### config.mk
export PLATFORM = sky130hd
export DESIGN_NAME = axi4lite_regbank_pix28
export DESIGN_NICKNAME = d
export VERILOG_FILES = /design/src/rtl/pix28_axi_pkg.sv /design/src/rtl/axi4lite_strb_merge.sv /design/src/rtl/axi4lite_regbank_pix28.sv
export SDC_FILE = /design/constraint.sdc
export NUM_CORES = 1
export LEC_CHECK = 0
export ABC_AREA = 1
export BUFFER_PORTS_ARGS = -buffer_cell sky130_fd_sc_hd__buf_2
export CAP_MARGIN = 20
export CORE_ASPECT_RATIO = 1.2
export CORE_MARGIN = 5
export CORE_UTILIZATION = 30
export CTS_CLUSTER_SIZE = 14
export DETAILED_ROUTE_END_ITERATION = 16
export PLACE_DENSITY = 0.65
export SYNTH_ARGS = -nofsm -noshare
export SYNTH_HDL_FRONTEND = slang
export SYNTH_SLANG_ARGS = --single-unit
### constraint.sdc
create_clock -name S_AXI_ACLK -period 1.4 [get_ports S_AXI_ACLK]
set_input_delay 0.14 -clock S_AXI_ACLK [delete_from_list [all_inputs] [get_ports S_AXI_ACLK]]
set_output_delay 0.14 -clock S_AXI_ACLK [all_outputs]
set_load 0.005 [all_outputs]
### src/rtl/pix28_axi_pkg.sv
// Shared types and response codes for the pix28 AXI4-Lite register banks.
package pix28_axi_pkg;

   typedef enum logic [1:0] {W_IDLE, W_WAIT, W_RESP} wr_state_t;
   typedef enum logic {R_IDLE, R_DATA} rd_state_t;

   localparam logic [1:0] RESP_OKAY   = 2'b00;
   localparam logic [1:0] RESP_SLVERR = 2'b10;

endpackage

### src/rtl/axi4lite_strb_merge.sv
// Byte-lane merge of write data into an existing register value under a strobe mask.
module axi4lite_strb_merge #(
   parameter int unsigned DW = 64
) (
   input  logic [DW-1:0]   old_data,
   input  logic [DW-1:0]   wdata,
   input  logic [DW/8-1:0] wstrb,
   output logic [DW-1:0]   new_data
);

   always_comb begin
      new_data = old_data;
      for (int unsigned b = 0; b < DW/8; b++) begin
         if (wstrb[b]) new_data[b*8 +: 8] = wdata[b*8 +: 8];
      end
   end

endmodule

### src/rtl/axi4lite_regbank_pix28.sv
// AXI4-Lite slave register bank: N_WR software-written control registers with update
// pulses and N_RD firmware status registers with read-acknowledge pulses.
module axi4lite_regbank_pix28
   import pix28_axi_pkg::*;
#(
   parameter int unsigned C_S_AXI_DATA_WIDTH = 64,
   parameter int unsigned C_S_AXI_ADDR_WIDTH = 11,
   parameter int unsigned N_WR = 4,
   parameter int unsigned N_RD = 4,
   parameter logic [C_S_AXI_DATA_WIDTH-1:0] WR_RESET_VAL = '0
) (
   input  logic                               S_AXI_ACLK,
   input  logic                               S_AXI_ARESET,
   input  logic [C_S_AXI_ADDR_WIDTH-1:0]      S_AXI_AWADDR,
   input  logic [2:0]                         S_AXI_AWPROT,
   input  logic                               S_AXI_AWVALID,
   output logic                               S_AXI_AWREADY,
   input  logic [C_S_AXI_DATA_WIDTH-1:0]      S_AXI_WDATA,
   input  logic [C_S_AXI_DATA_WIDTH/8-1:0]    S_AXI_WSTRB,
   input  logic                               S_AXI_WVALID,
   output logic                               S_AXI_WREADY,
   output logic [1:0]                         S_AXI_BRESP,
   output logic                               S_AXI_BVALID,
   input  logic                               S_AXI_BREADY,
   input  logic [C_S_AXI_ADDR_WIDTH-1:0]      S_AXI_ARADDR,
   input  logic [2:0]                         S_AXI_ARPROT,
   input  logic                               S_AXI_ARVALID,
   output logic                               S_AXI_ARREADY,
   output logic [C_S_AXI_DATA_WIDTH-1:0]      S_AXI_RDATA,
   output logic [1:0]                         S_AXI_RRESP,
   output logic                               S_AXI_RVALID,
   input  logic                               S_AXI_RREADY,
   output logic [N_WR*C_S_AXI_DATA_WIDTH-1:0] sw_write_regs,
   output logic [N_WR-1:0]                    sw_write_pulse,
   input  logic [N_RD*C_S_AXI_DATA_WIDTH-1:0] sw_read_regs,
   output logic [N_RD-1:0]                    sw_read_pulse
);

   localparam int unsigned DW    = C_S_AXI_DATA_WIDTH;
   localparam int unsigned SW    = DW / 8;
   localparam int unsigned OFF_W = $clog2(SW);
   localparam int unsigned IDX_W = C_S_AXI_ADDR_WIDTH - OFF_W;

   wr_state_t        wr_state_q, wr_state_d;
   rd_state_t        rd_state_q, rd_state_d;
   logic             aw_held_q, aw_held_d;
   logic             w_held_q, w_held_d;
   logic [IDX_W-1:0] aw_idx_q, aw_idx_d;
   logic [DW-1:0]    w_data_q, w_data_d;
   logic [SW-1:0]    w_strb_q, w_strb_d;
   logic [DW-1:0]    ctrl_q [N_WR];
   logic [DW-1:0]    ctrl_d [N_WR];
   logic [N_WR-1:0]  wr_pulse_q, wr_pulse_d;
   logic [1:0]       bresp_q, bresp_d;
   logic [DW-1:0]    rdata_q, rdata_d;
   logic [1:0]       rresp_q, rresp_d;
   logic [N_RD-1:0]  rd_pulse_q, rd_pulse_d;

   logic             aw_hs, w_hs, ar_hs, commit;
   logic [IDX_W-1:0] ar_idx;
   logic [DW-1:0]    sel_old, merged;
   logic             unused_inputs;

   assign unused_inputs = ^{S_AXI_AWPROT, S_AXI_ARPROT,
                            S_AXI_AWADDR[OFF_W-1:0], S_AXI_ARADDR[OFF_W-1:0]};

   assign aw_hs  = S_AXI_AWVALID && S_AXI_AWREADY;
   assign w_hs   = S_AXI_WVALID && S_AXI_WREADY;
   assign ar_hs  = S_AXI_ARVALID && S_AXI_ARREADY;
   assign ar_idx = S_AXI_ARADDR[C_S_AXI_ADDR_WIDTH-1:OFF_W];
   assign commit = (wr_state_q == W_WAIT) && aw_held_q && w_held_q;

   always_ff @(posedge S_AXI_ACLK) begin
      if (S_AXI_ARESET) begin
         wr_state_q <= W_IDLE;
         rd_state_q <= R_IDLE;
         aw_held_q  <= 1'b0;
         w_held_q   <= 1'b0;
         aw_idx_q   <= '0;
         w_data_q   <= '0;
         w_strb_q   <= '0;
         for (int unsigned i = 0; i < N_WR; i++) ctrl_q[i] <= WR_RESET_VAL;
         wr_pulse_q <= '0;
         bresp_q    <= RESP_OKAY;
         rdata_q    <= '0;
         rresp_q    <= RESP_OKAY;
         rd_pulse_q <= '0;
      end else begin
         wr_state_q <= wr_state_d;
         rd_state_q <= rd_state_d;
         aw_held_q  <= aw_held_d;
         w_held_q   <= w_held_d;
         aw_idx_q   <= aw_idx_d;
         w_data_q   <= w_data_d;
         w_strb_q   <= w_strb_d;
         for (int unsigned i = 0; i < N_WR; i++) ctrl_q[i] <= ctrl_d[i];
         wr_pulse_q <= wr_pulse_d;
         bresp_q    <= bresp_d;
         rdata_q    <= rdata_d;
         rresp_q    <= rresp_d;
         rd_pulse_q <= rd_pulse_d;
      end
   end

   always_comb begin
      wr_state_d = wr_state_q;
      case (wr_state_q)
         W_IDLE:  if (aw_hs || w_hs) wr_state_d = W_WAIT;
         W_WAIT:  if (commit)        wr_state_d = W_RESP;
         W_RESP:  if (S_AXI_BREADY)  wr_state_d = W_IDLE;
         default:                    wr_state_d = W_IDLE;
      endcase
   end

   always_comb begin
      rd_state_d = rd_state_q;
      case (rd_state_q)
         R_IDLE:  if (ar_hs)         rd_state_d = R_DATA;
         R_DATA:  if (S_AXI_RREADY)  rd_state_d = R_IDLE;
         default:                    rd_state_d = R_IDLE;
      endcase
   end

   // Each address/data channel stays ready until its half of the pair is held.
   always_comb begin
      S_AXI_AWREADY = !S_AXI_ARESET && (wr_state_q != W_RESP) && !aw_held_q;
      S_AXI_WREADY  = !S_AXI_ARESET && (wr_state_q != W_RESP) && !w_held_q;
      S_AXI_BVALID  = (wr_state_q == W_RESP);
      S_AXI_BRESP   = bresp_q;
      S_AXI_ARREADY = !S_AXI_ARESET && (rd_state_q == R_IDLE);
      S_AXI_RVALID  = (rd_state_q == R_DATA);
      S_AXI_RDATA   = rdata_q;
      S_AXI_RRESP   = rresp_q;
      sw_write_pulse = wr_pulse_q;
      sw_read_pulse  = rd_pulse_q;
      sw_write_regs  = '0;
      for (int unsigned i = 0; i < N_WR; i++) sw_write_regs[i*DW +: DW] = ctrl_q[i];
   end

   always_comb begin
      sel_old = '0;
      for (int unsigned i = 0; i < N_WR; i++) begin
         if (aw_idx_q == IDX_W'(i)) sel_old = ctrl_q[i];
      end
   end

   axi4lite_strb_merge #(
      .DW (DW)
   ) u_strb_merge (
      .old_data (sel_old),
      .wdata    (w_data_q),
      .wstrb    (w_strb_q),
      .new_data (merged)
   );

   always_comb begin
      aw_held_d  = aw_held_q;
      w_held_d   = w_held_q;
      aw_idx_d   = aw_idx_q;
      w_data_d   = w_data_q;
      w_strb_d   = w_strb_q;
      ctrl_d     = ctrl_q;
      wr_pulse_d = '0;
      bresp_d    = bresp_q;
      if (aw_hs) begin
         aw_held_d = 1'b1;
         aw_idx_d  = S_AXI_AWADDR[C_S_AXI_ADDR_WIDTH-1:OFF_W];
      end
      if (w_hs) begin
         w_held_d = 1'b1;
         w_data_d = S_AXI_WDATA;
         w_strb_d = S_AXI_WSTRB;
      end
      if (commit) begin
         aw_held_d = 1'b0;
         w_held_d  = 1'b0;
         bresp_d   = (aw_idx_q < IDX_W'(N_WR)) ? RESP_OKAY : RESP_SLVERR;
         for (int unsigned i = 0; i < N_WR; i++) begin
            if (aw_idx_q == IDX_W'(i)) begin
               ctrl_d[i]     = merged;
               wr_pulse_d[i] = 1'b1;
            end
         end
      end
   end

   // Control values come from the flops, so a read racing a commit sees the old value.
   always_comb begin
      rdata_d    = rdata_q;
      rresp_d    = rresp_q;
      rd_pulse_d = '0;
      if (ar_hs) begin
         rdata_d = '0;
         rresp_d = RESP_SLVERR;
         for (int unsigned i = 0; i < N_WR; i++) begin
            if (ar_idx == IDX_W'(i)) begin
               rdata_d = ctrl_q[i];
               rresp_d = RESP_OKAY;
            end
         end
         for (int unsigned i = 0; i < N_RD; i++) begin
            if (ar_idx == IDX_W'(N_WR + i)) begin
               rdata_d       = sw_read_regs[i*DW +: DW];
               rresp_d       = RESP_OKAY;
               rd_pulse_d[i] = 1'b1;
            end
         end
      end
   end

endmodule
[Word level (Yosys, flattened, before mapping)]
Cells that the tools add are included.
Storage, ports and cells
  word-level logic and storage cells: 103
  register bits after elaboration: 417
  memories kept: 0
  bits of input ports: 363
  RAM bits: 0
  ROM bits: 0
  bits in latches: 0
Operators by class
  shift operators: 0
  muxes and demuxes: 43
  add/sub/neg operators: 0
  reduce and logical (&&, ||, !) cells: 24
  order comparisons: 1
  equality and inequality tests: 16
  multipliers: 0
  divide/modulo/power cells: 0
  bitwise operators: 3
Operator list (count)
  $mux W64: 11
  $mux W8: 8
  $eq A8 B2 Y1 const B: 4
  $eq A8 B3 Y1 const B: 4
  $mux W2: 12
  $eq A8 B1 Y1 const B: 2
  $logic_not A8 Y1: 2
  $mux W1: 10
  $logic_and A1 B1 Y1: 9
  $lt A8 B3 Y1 const B: 1
  $reduce_and A2 Y1: 4
  $ne A2 B2 Y1 const B: 3
  $pmux W2 S3: 1
  $reduce_or A2 Y1: 3
  $logic_not A1 Y1: 3
  $not A1 Y1: 3
  $reduce_and A3 Y1: 1
  $eq A2 B1 Y1 const B: 1
  $eq A2 B2 Y1 const B: 1
  $logic_not A2 Y1: 1
  $ne A2 B1 Y1 const B: 1
  $pmux W1 S2: 1
  $logic_or A1 B1 Y1: 1

[Logic depth before layout (Yosys ltp)]
  depth after elaboration: 9
  mapped depth: 14
  depth with buffers taken out: 13

[By module]
From an unflattened synthesis, not the netlist that was laid out.
Second synthesis, totals
  cell total of the unflattened synthesis: 3083
  area, all modules: 20558.5 um^2
By module, submodules not included
  axi4lite_regbank_pix28: seq. area each 8308.0 um^2, area each 19717.7 um^2, instances 1, cells each 2875
  axi4lite_strb_merge: seq. area each 0.0 um^2, area each 840.8 um^2, instances 1, cells each 208

[Least setup slack after synthesis]
No wires, ideal clock.
  path kind: reg2reg
  start point: register aw_idx_q[5]
  end point: register ctrl_q (netlist bit sw_write_regs[47])
  setup time: 0.109 ns
  arrival: 1.384 ns
  period minus slack after synthesis: 1.493 ns
  path buffers: 2
  cell stages (with the launch flop): 13
  path slack: -0.093 ns
  cell sequence: dfxtp_1 -> inv_2 -> nand2_2 -> nor2_4 -> nand2_4 -> nor3_4 -> buf_6 -> buf_2 -> a21oi_1 -> nand2_1 -> nand3_1 -> nand2_1 -> inv_1
On the way
  cells in the longest elaborated chain, start to end: 5
  elaborated cells on any way between the ends: 9
Ends and longest elaborated chain
  start: declaration: line axi4lite_regbank_pix28.sv:48  | logic [IDX_W-1:0] aw_idx_q, aw_idx_d;
  start signal: assignment: line axi4lite_regbank_pix28.sv:93  | aw_idx_q <= aw_idx_d;
  $eq A8 B1 Y1: line axi4lite_regbank_pix28.sv:143  | if (aw_idx_q == IDX_W'(i)) sel_old = ctrl_q[i];
  $mux W64 (3 in series): line axi4lite_regbank_pix28.sv:143
  $mux W8: line axi4lite_strb_merge.sv:14  | if (wstrb[b]) new_data[b*8 +: 8] = wdata[b*8 +: 8];
  end: declaration: line axi4lite_regbank_pix28.sv:51  | logic [DW-1:0] ctrl_q [N_WR];
Several ways; a longest one is shown, not always the timed one.
A chain may end at the register's enable or synchronous reset.

[Worst setup path after layout]
  start point: register aw_idx_q[6]
  end point: register ctrl_q (netlist bit sw_write_regs[141])
Same word-level chain as after synthesis.

==> impl_metrics.py <==
metrics = {
    "worst_setup_path": {
        "slowest_delay_ns": 0.30,
        "path_cells": "inv_2 > nand2_2 > nor2_4 > nand2_4 > nor3_4 > buf_12 > buf_16 > buf_12 > a21oi_2 > nand2_2 > nand3_2 > nand2_2 > inv_1",
        "cp.arrival_ns": 2.41,
        "crit_top_cell": "nand2_2",
        "startpoint_type": "flop",
        "cp_max_fo": 8,
        "crit_required_ns": 1.90,
        "setup.worst_path.class": "reg -> reg",
        "slowest_stage": "dfxtp_1",
        "end_kind": "flop",
    },
    "routing": {
        "drcViolationCount": 0,
        "via_per_inst": 5.14,
        "num_vias": 30952,
        "avgRoutedWirePerCell_um": 22.3,
        "drt_wl_total_mm": 134,
        "ant_nets": 0,
        "first_pass_iters": 6,
        "drt_iter0_drc": 3228,
    },
    "timing": {
        "setup_viol": 404,
        "rsz0062_at_grt": "true",
        "fmax_ghz": 0.524,
        "fin_skew_ns": 0.0195,
        "fin_hold_ws_ns": -0.0970,
        "slew_headroom": 0.441,
        "fin_crit_sh": 1.36,
        "slew_violations": 0,
        "period_needed_ns": 1.91,
        "worst_slew_pin_slew_ns": 0.839,
        "finalWorstSetupSlack_ns": -0.508,
        "final_hold_viol_count": 5,
    },
    "synth": {
        "ys.flop_type": "dfxtp_1",
        "synth.distinct_cells": 31,
        "synthArstFlopShare": 0,
        "synth_top_area_cell": "dfxtp_1",
        "seq_area_frac_synth": 0.353,
        "ys_top_cells_by_area": "dfxtp_1, nand2_1, nand3_1",
        "synth_area_sq_um": 23500,
        "synthTopCellsByCount": "nand2_1, nand3_1, inv_1",
        "yosys.cell_count.top_type": "nand2_1",
        "ys_warn_count": 0,
        "avgSynthCellArea_sq_um": 6.05,
        "netlist.area_leader.share": 0.353,
        "synth_edf_count": 0,
        "ys_seq_elements": 415,
        "synth_cells": 3889,
    },
    "clock_network": {
        "htreeDepth": 2,
        "path_clk_slew_ns": 0.06,
        "clock_sinks": 415,
        "clock_latency_ns": 0.61,
        "cts_made_buffers": 48,
        "cts_tree": "done",
        "postCtsHoldBufs": 321,
        "cts_root_buf": "clkbuf_16",
        "cts_max_path_buffers": 3,
    },
    "run_status": {
        "violations": "hold timing, setup timing",
        "outcome": "complete, but fails checks",
    },
    "pwr": {
        "p_seq_frac": 0.404,
        "p_leak_nw": 18.2,
        "combinationalPowerShare": 0.150,
        "max-vdd-ir-drop_uv": 703,
        "power_switching_w": 0.00818,
        "swShare": 0.271,
        "p_per_area_nw_per_um2": 824,
        "intPower_w": 0.0220,
        "power_frac_clock": 0.446,
    },
    "cells_and_area": {
        "fillers": 7741,
        "area_delta_synth_final_pct": 55.4,
        "nNetsFinal": 5314,
        "fin_cells": 6019,
        "drive_above_1_share": 0.281,
    },
    "global_route": {
        "grt_max_degree": 153,
        "grt_pass1_vias": 28678,
        "antenna_found_initial": 15,
        "grt_use_total": 0.289,
        "gr-total-overflow": 0,
        "grt_first_pass_wirelength_mm": 186,
    },
    "die": {
        "pin_count": 700,
        "num_rows": 112,
        "die_x_um": 266,
        "die_h_um": 317,
        "core_sq_um": 77800,
        "start_util": 0.303,
        "dieArea_sq_um": 84200,
    },
    "placed_design": {
        "dp_cells": 5579,
        "place_congestion": 0.959,
        "portBuffers": 685,
        "place_hpwl_mm": 92.5,
    },
    "hold_path": {
        "min_path_type": "in -> reg",
    },
    "run": {
        "maxCapViolCount": 0,
    },
}
-- per-layer routing --
| layer | vias to the layer above | routed length, um | track usage |
|---|---|---|---|
| met5 | - | 56 | 0 |
| met4 | 10 | 10000 | 0.159 |
| met3 | 520 | 14800 | 0.0778 |
| met2 | 2012 | 57500 | 0.445 |
| met1 | 14060 | 52000 | 0.369 |
| li1 | 14350 | - | - |
-- critical path, delay by kind of cell (launching register included) --
family          cells  cell delay (ns)
simple gates        7             0.85
buf+inv             5             0.57
flops               1             0.30
compound gates      1             0.07
-- registers in the layout, indices dropped and copies added (netlist names), 2 cells and up --
register and count:
w_data_q 64, wr_state_q 2, sw_write_pulse 4, w_strb_q 8, sw_write_regs 256, S_AXI_RDATA 64, aw_idx_q 8, sw_read_pulse 4
-- path summary, 6_finish.rpt --
| path | end | from | depth (start not counted) | slack, ns |
|---|---|---|---|---|
| setup / recovery | sw_write_regs[141] | aw_idx_q[6] | 13 | -0.51 |
| hold / removal | aw_idx_q[2] | S_AXI_ARESET | 3 | -0.1 |
| setup reg to reg | sw_write_regs[141] | aw_idx_q[6] | 13 | -0.51 |
| hold reg to reg | w_data_q[2] | w_data_q[2] | 2 | 0.46 |
-- what timing repair did --
action,4_1_cts,5_1_grt
gates cloned,1,15
setup endpoints to repair,412,423
pin swaps,20,67
resized for setup,36,196
hold endpoints to repair,149,5
setup buffers,5,7
-- kinds of logic after synthesis --
group / share of synthesized area
buffers and inverters: 0.155
flip-flops: 0.353
AND/OR/NAND/NOR: 0.355
AO/OA/AOI/OAI: 0.137
other: 0.000159
-- power by group through the flow --
stage / logic, W / registers (W) / clock network (W)
4_1_cts: 0.00424 / 0.0122 / 0.0137
3_3_place_gp: 0.00342 / 0.0124 / 0
3_5_place_dp: 0.00343 / 0.0124 / 0
2_1_floorplan: 0.00171 / 0.0124 / 0
6_report: 0.00453 / 0.0122 / 0.0134
5_1_grt: 0.00480 / 0.0122 / 0.0141
-- layout by cell type (no fill, tap or decap), types with 41 or more instances in the layout --
| cell | instances |
|---|---|
| a21oi_1 | 416 |
| a21oi_2 | 41 |
| buf_12 | 70 |
| buf_2 | 681 |
| buf_4 | 162 |
| clkbuf_16 | 63 |
| dfxtp_1 | 410 |
| dlygate4sd3_1 | 321 |
| inv_1 | 570 |
| nand2_1 | 1013 |
| nand2_2 | 81 |
| nand3_1 | 427 |
| nand3_2 | 176 |
| nor2_1 | 251 |
| o21ai_0 | 66 |
| o21ai_1 | 70 |
-- area by class of cell --
type / instances / area, sq um / area share
Antenna cell: 8 / 20.0 / 0.000547
Clock buffer: 69 / 1450 / 0.0397
Clock inverter: 15 / 193 / 0.00527
Inverter: 598 / 2290 / 0.0625
Multi-Input combinational cell: 2619 / 13000 / 0.357
Sequential cell: 415 / 8320 / 0.227
Tap cell: 1026 / 1280 / 0.0351
Timing Repair Buffer: 1269 / 9980 / 0.273
-- metrics by stage --
step | utilization | worst slack [ns] | area (sq um) | setup TNS [ns] | total power (W)
after detailed placement | 0.389 | -0.614 | 30200 | -125.40 | 0.0159
final | 0.470 | -0.508 | 36600 | -137.05 | 0.0301
after floorplan | - | -0.0783 | 24100 | -16.90 | 0.0141
after global routing | 0.470 | -0.631 | 36600 | -173.14 | 0.0311
after global placement | 0.389 | -0.575 | 30200 | -114.98 | 0.0159
after CTS | 0.454 | -0.419 | 35300 | -112.71 | 0.0301
(Power assumes the default switching activity.)
